`src/rtl/tweak_pkg.sv`:
```
// Shared definitions for tweak_seq_core: instruction formats, opcodes,
// FSM states and the bit positions of the instruction register fields.
package tweak_pkg;

    localparam logic [1:0] FMT_SYS = 2'b00;
    localparam logic [1:0] FMT_IMM = 2'b01;
    localparam logic [1:0] FMT_RSV = 2'b10;
    localparam logic [1:0] FMT_REG = 2'b11;

    localparam logic [5:0] OP_ADD  = 6'h00;
    localparam logic [5:0] OP_SUB  = 6'h01;
    localparam logic [5:0] OP_AND  = 6'h02;
    localparam logic [5:0] OP_OR   = 6'h03;
    localparam logic [5:0] OP_XOR  = 6'h04;
    localparam logic [5:0] OP_LDI  = 6'h10;
    localparam logic [5:0] OP_BZ   = 6'h20;
    localparam logic [5:0] OP_HALT = 6'h3F;

    // Field positions; register fields are 4 bits wide in the encoding.
    localparam int FMT_LSB = 30;
    localparam int OP_LSB  = 24;
    localparam int RA_LSB  = 0;
    localparam int RB_LSB  = 4;
    localparam int RD_LSB  = 8;
    localparam int IRD_LSB = 20;
    localparam int IMM_LSB = 0;
    localparam int IMM_W   = 20;

    typedef enum logic [1:0] {
        ST_FETCH  = 2'd0,
        ST_DECODE = 2'd1,
        ST_EXEC   = 2'd2,
        ST_HALT   = 2'd3
    } state_e;

endpackage

```
`src/rtl/tweak_seq_alu.sv`:
```
// Combinational ALU for register-format instructions; unknown ops pass
// operand a through unchanged.
module tweak_seq_alu
    import tweak_pkg::*;
#(
    parameter int DATA_W = 32
) (
    input  logic [5:0]        op_i,
    input  logic [DATA_W-1:0] a_i,
    input  logic [DATA_W-1:0] b_i,
    output logic [DATA_W-1:0] y_o
);

    always_comb begin
        y_o = a_i;
        case (op_i)
            OP_ADD:  y_o = a_i + b_i;
            OP_SUB:  y_o = a_i - b_i;
            OP_AND:  y_o = a_i & b_i;
            OP_OR:   y_o = a_i | b_i;
            OP_XOR:  y_o = a_i ^ b_i;
            default: y_o = a_i;
        endcase
    end

endmodule

```
`src/rtl/tweak_seq_core.sv`:
```
// Multi-cycle fetch/decode/execute core with a wait-stated instruction port.
// Define TWEAK_BRANCH_EN to implement the BZ branch; otherwise BZ is a NOP.
module tweak_seq_core
    import tweak_pkg::*;
#(
    parameter  int DATA_W     = 32,
    parameter  int NREGS      = 16,
    parameter  int IMEM_DEPTH = 16,
    localparam int PC_W       = $clog2(IMEM_DEPTH)
) (
    input  logic              CLK,
    input  logic              RESET,
    output logic              imem_req,
    output logic [PC_W-1:0]   imem_addr,
    input  logic              imem_ack,
    input  logic [31:0]       imem_data,
    output logic              retire,
    output logic [DATA_W-1:0] result,
    output logic [PC_W-1:0]   pc,
    output logic              halted
);

    localparam int RIDX_W = $clog2(NREGS);

    state_e            state_q, state_d;
    logic [PC_W-1:0]   pc_q, pc_d;
    logic              req_q, req_d;
    logic [31:0]       ir_q, ir_d;
    logic [DATA_W-1:0] opa_q, opa_d;
    logic [DATA_W-1:0] opb_q, opb_d;
    logic [DATA_W-1:0] result_q, result_d;
    logic [DATA_W-1:0] regs_q [NREGS];

    logic              wr_en;
    logic [RIDX_W-1:0] wr_idx;
    logic [DATA_W-1:0] wr_data;
    logic [NREGS-1:0]  wr_sel;

    logic [1:0]        fmt;
    logic [5:0]        op;
    logic [RIDX_W-1:0] ra_idx, rb_idx, rd_idx, ird_idx;
    logic [31:0]       imm_w;
    logic [DATA_W-1:0] imm_ext;
    logic [DATA_W-1:0] alu_y;

    assign fmt     = ir_q[FMT_LSB +: 2];
    assign op      = ir_q[OP_LSB +: 6];
    assign ra_idx  = ir_q[RA_LSB +: RIDX_W];
    assign rb_idx  = ir_q[RB_LSB +: RIDX_W];
    assign rd_idx  = ir_q[RD_LSB +: RIDX_W];
    assign ird_idx = ir_q[IRD_LSB +: RIDX_W];
    assign imm_w   = 32'(ir_q[IMM_LSB +: IMM_W]);
    assign imm_ext = imm_w[DATA_W-1:0];

    tweak_seq_alu #(.DATA_W(DATA_W)) u_alu (
        .op_i (op),
        .a_i  (opa_q),
        .b_i  (opb_q),
        .y_o  (alu_y)
    );

    always_comb begin
        state_d  = state_q;
        pc_d     = pc_q;
        ir_d     = ir_q;
        opa_d    = opa_q;
        opb_d    = opb_q;
        result_d = result_q;
        wr_en    = 1'b0;
        wr_idx   = rd_idx;
        wr_data  = alu_y;
        case (state_q)
            ST_FETCH: begin
                // The first FETCH cycle after reset has no request out yet.
                if (req_q && imem_ack) begin
                    ir_d    = imem_data;
                    state_d = ST_DECODE;
                end
            end
            ST_DECODE: begin
                opa_d = regs_q[ra_idx];
                opb_d = regs_q[rb_idx];
`ifdef TWEAK_BRANCH_EN
                if (fmt == FMT_IMM && op == OP_BZ) begin
                    opa_d = regs_q[ird_idx];
                end
`endif
                state_d = ST_EXEC;
            end
            ST_EXEC: begin
                state_d = ST_FETCH;
                pc_d    = pc_q + PC_W'(1);
                case (fmt)
                    FMT_REG: begin
                        wr_en    = 1'b1;
                        wr_idx   = rd_idx;
                        wr_data  = alu_y;
                        result_d = alu_y;
                    end
                    FMT_IMM: begin
                        if (op == OP_LDI) begin
                            wr_en    = 1'b1;
                            wr_idx   = ird_idx;
                            wr_data  = imm_ext;
                            result_d = imm_ext;
                        end
`ifdef TWEAK_BRANCH_EN
                        else if (op == OP_BZ && opa_q == '0) begin
                            pc_d = ir_q[PC_W-1:0];
                        end
`endif
                    end
                    FMT_SYS: begin
                        if (op == OP_HALT) begin
                            state_d = ST_HALT;
                        end
                    end
                    default: ;
                endcase
            end
            ST_HALT: state_d = ST_HALT;
            default: state_d = ST_FETCH;
        endcase
        // Request is registered so it drops the cycle after acknowledge.
        req_d = (state_d == ST_FETCH);
    end

    for (genvar gi = 0; gi < NREGS; gi++) begin : g_wsel
        assign wr_sel[gi] = wr_en && (wr_idx == RIDX_W'(gi));
    end

    always_ff @(posedge CLK) begin
        if (RESET) begin
            for (int i = 0; i < NREGS; i++) begin
                regs_q[i] <= DATA_W'(i);
            end
        end else begin
            for (int i = 0; i < NREGS; i++) begin
                if (wr_sel[i]) begin
                    regs_q[i] <= wr_data;
                end
            end
        end
    end

    always_ff @(posedge CLK) begin
        if (RESET) begin
            state_q  <= ST_FETCH;
            pc_q     <= '0;
            req_q    <= 1'b0;
            ir_q     <= '0;
            opa_q    <= '0;
            opb_q    <= '0;
            result_q <= '0;
        end else begin
            state_q  <= state_d;
            pc_q     <= pc_d;
            req_q    <= req_d;
            ir_q     <= ir_d;
            opa_q    <= opa_d;
            opb_q    <= opb_d;
            result_q <= result_d;
        end
    end

    assign imem_req  = req_q;
    assign imem_addr = pc_q;
    assign retire    = (state_q == ST_EXEC);
    assign result    = result_q;
    assign pc        = pc_q;
    assign halted    = (state_q == ST_HALT);

endmodule

```
`config.mk`:
```
export PLATFORM = sky130hd
export DESIGN_NAME = tweak_seq_core
export DESIGN_NICKNAME = d
export VERILOG_FILES = /design/src/rtl/tweak_pkg.sv /design/src/rtl/tweak_seq_alu.sv /design/src/rtl/tweak_seq_core.sv
export SDC_FILE = /design/constraint.sdc
export NUM_CORES = 1
export LEC_CHECK = 0
export CAP_MARGIN = 20
export CORE_ASPECT_RATIO = 0.7
export CORE_MARGIN = 8
export CORE_UTILIZATION = 44
export CTS_CLUSTER_SIZE = 24
export DETAILED_ROUTE_END_ITERATION = 10
export GPL_ROUTABILITY_DRIVEN = 0
export SYNTH_ARGS = -nofsm -noshare
export SYNTH_HDL_FRONTEND = slang
export SYNTH_SLANG_ARGS = --single-unit
```
`constraint.sdc`:
```
create_clock -name CLK -period 6.1 [get_ports CLK]
set_input_delay 1.22 -clock CLK [delete_from_list [all_inputs] [get_ports CLK]]
set_output_delay 1.22 -clock CLK [all_outputs]
set_load 0.02 [all_outputs]
```
==> out/qor.yml <==
global_routing:
  grt_pass1_vias: 24655
  grt_pass1_wl_mm: 167
  grt_overflow: 0
  antenna_found_initial: 0
  grt_max_degree: 93
  grtUsageTotal: 0.251
timing:
  worst_slew_pin_slew_ns: 1.17
  tns_ns: 0
  skew_ns: 0.0309
  fmax_mhz: 202
  rsz0062_at_grt: "no"
  setup_violations: 0
  min_period_ns: 4.94
  timing_hold_violations_final: 0
  post-route-period-util: 0.810
  maxSlewViolCount: 0
  max_slew_margin: 0.218
floorplanning:
  fp.coreArea_sq_um: 78700
  die-area_sq_um: 88800
  ioPinCount: 78
  die_h_microns: 252
  initial_core_util: 0.444
  die_w_microns: 353
  rows: 86
clocking:
  clkTransAtPathRegs_ns: 0.07
  clock_latency_ns: 0.65
  post_cts_buffers: 0
  cts-resized-gates: 0
  clockBufferDepth: 3
  cts_made_buffers: 60
  cts_hold_buf: 0
  clock-sinks: 647
  cts_tree: "yes"
  cts_root_buffer: "clkbuf_16"
  cts_max_level: 2
drt:
  vias_per_cell: 6.51
  via_count: 25153
  firstDrtPassIters: 8
  drc_errors: 0
  drtAntennaViolNets: 0
  wl_per_cell_microns: 29.6
  drt_iter0_markers: 3717
  drt_wl_total_mm: 114
worst_setup_path:
  reg2regPathDepth: 13
  rrSetupSlack_ns: 1.16
  crit_path_end_kind: "flip-flop"
  rr_endpoint: "regs_q[12][29]"
  crit_arrival_ns: 5.26
  cp_max_fo: 11
  critical_path_class: "flip-flop to flip-flop"
  crit_path_start_kind: "flip-flop"
  r2r-start: "opb_q[4]"
  endpoint: "regs_q[12][29]"
  critPathRequiredTime_ns: 6.42
  startpoint: "opb_q[4]"
yosys:
  syn_nets: 2888
  synth-async-reset-ratio: 0
  ys_seq_elements: 647
  syn_inst: 2755
  synth_edf_count: 512
  ys_warn_count: 0
  syn_avg_cell_area_sq_um: 12.7
  syn_area_sq_um: 34900
  synth-main-ff-cell: "edfxtp_1"
  synth_cell_types: 79
  ys_seq_area_frac: 0.517
cells_and_area:
  utilization: 0.494
  final_common_cell: "edfxtp_1"
  drive_gt1_frac: 0.203
  final_cell_mix: "edfxtp_1, nor2_1, mux4_2"
  n_antenna_cell: 0
  design_area_sq_um: 38900
  finalNetCount: 2889
  syn_to_final_growth_pct: 11.3
placement:
  dp_hpwl_mm: 73.1
  placed_area_sq_um: 36900
  portBuffers: 77
status:
  status: "completed"
power_and_ir_drop:
  power_mw: 11.5
  vdd_ir_drop_max_uv: 233
  power_leakage_nw: 13.1
  p_per_area_nw_per_um2: 296
run:
  max_cap_viol_count: 0
worst_hold_path:
  hp-class: "flip-flop to flip-flop"
## registers in the layout (all words and copies together) (netlist names)
name	cells
regs_q	512
ir_q	32
opa_q	32
opb_q	32
result	32
imem_addr	4
state_q	2
imem_req	1
## cells by family (layout without fill, tap and decap cells)
| kind of cell | Yosys count | count (layout) | share of synthesized area |
|---|---|---|---|
| AOI/OAI and AO/OA | 416 | 416 | 0.0750 |
| xor gates and xnor gates | 51 | 51 | 0.0128 |
| adders and majority gates | 98 | 98 | 0.0353 |
| buffers and inverters | 329 | 380 | 0.0385 |
| DFF | 647 | 647 | 0.517 |
| muxes | 331 | 331 | 0.209 |
| and+or+nand+nor | 883 | 883 | 0.112 |
## synthesized netlist by cell type, types with 10 or more instances
master | count | area [sq um]
a211oi_1 | 27 | 203
a21o_1 | 12 | 90.1
a21oi_1 | 169 | 846
a22oi_1 | 12 | 90.1
a31oi_1 | 19 | 119
buf_1 | 21 | 78.8
buf_2 | 58 | 290
clkbuf_1 | 150 | 563
dfxtp_1 | 135 | 2700
edfxtp_1 | 512 | 15400
ha_1 | 97 | 1210
inv_1 | 91 | 342
mux2i_1 | 10 | 100
mux4_2 | 320 | 7210
nand2_1 | 307 | 1150
nand2b_1 | 22 | 138
nand3_1 | 37 | 185
nand4_1 | 13 | 81.3
nor2_1 | 350 | 1310
nor3_1 | 66 | 330
nor4_1 | 11 | 68.8
o211ai_1 | 11 | 82.6
o21ai_0 | 77 | 385
o31ai_1 | 10 | 75.1
or3_1 | 14 | 87.6
xnor2_1 | 42 | 368
## layer usage
| layer | global-route usage | routed length, microns |
|---|---|---|
| met1 | 0.352 | 45700 |
| met2 | 0.392 | 51800 |
| met3 | 0.0569 | 13200 |
| met4 | 0.0718 | 3750 |
| met5 | 0 | 0 |
## how the worst min path moves through the flow
stage | from | to | cells after the start | slack, ns
after floorplan | ir_q[13] | ir_q[13] | 2 | 0.44
after global placement | result[26] | result[26] | 2 | 0.45
after detailed placement | result[27] | result[27] | 2 | 0.46
after CTS | ir_q[13] | ir_q[13] | 2 | 0.47
after global routing | result[28] | result[28] | 2 | 0.50
final | ir_q[13] | ir_q[13] | 2 | 0.46
## worst max-delay path, stage by stage (launching register included)
cell      delay (ns)
dfxtp_1         0.39
nor4_4          0.36
nand3_1         0.40
o21ai_0         0.34
xnor2_1         0.16
ha_1            0.33
and4_1          0.26
nor2b_1         0.15
o21ba_2         0.25
o311ai_0        0.66
o211ai_1        0.21
xor2_1          0.21
a21oi_1         0.66
nor2_1          0.23
## area by class of cell
cell class,instances,area [sq um]
Sequential cell,647,18100
Clock buffer,86,1740
Multi-Input combinational cell,1779,15600
Fill cell,6733,39800
Tap cell,1056,1320
Inverter,92,345
Clock inverter,26,214
Timing Repair Buffer,176,1580
## power by group
| group | internal (mW) | switching (mW) | total (mW) |
|---|---|---|---|
| sequential | 5.15 | 0.196 | 5.35 |
| combinational | 0.877 | 1.48 | 2.36 |
| clock | 2.10 | 1.69 | 3.79 |
## stage by stage
step                setup WS [ns]  cells  hold WS, ns
global route                0.825   3862        0.495
CTS                          1.30   3860        0.470
floorplan                    1.70   2755        0.436
finish                       1.16   3862        0.465
global placement             1.40   3748        0.445
detailed placement           1.35   3748        0.458
(Power assumes the default switching activity.)
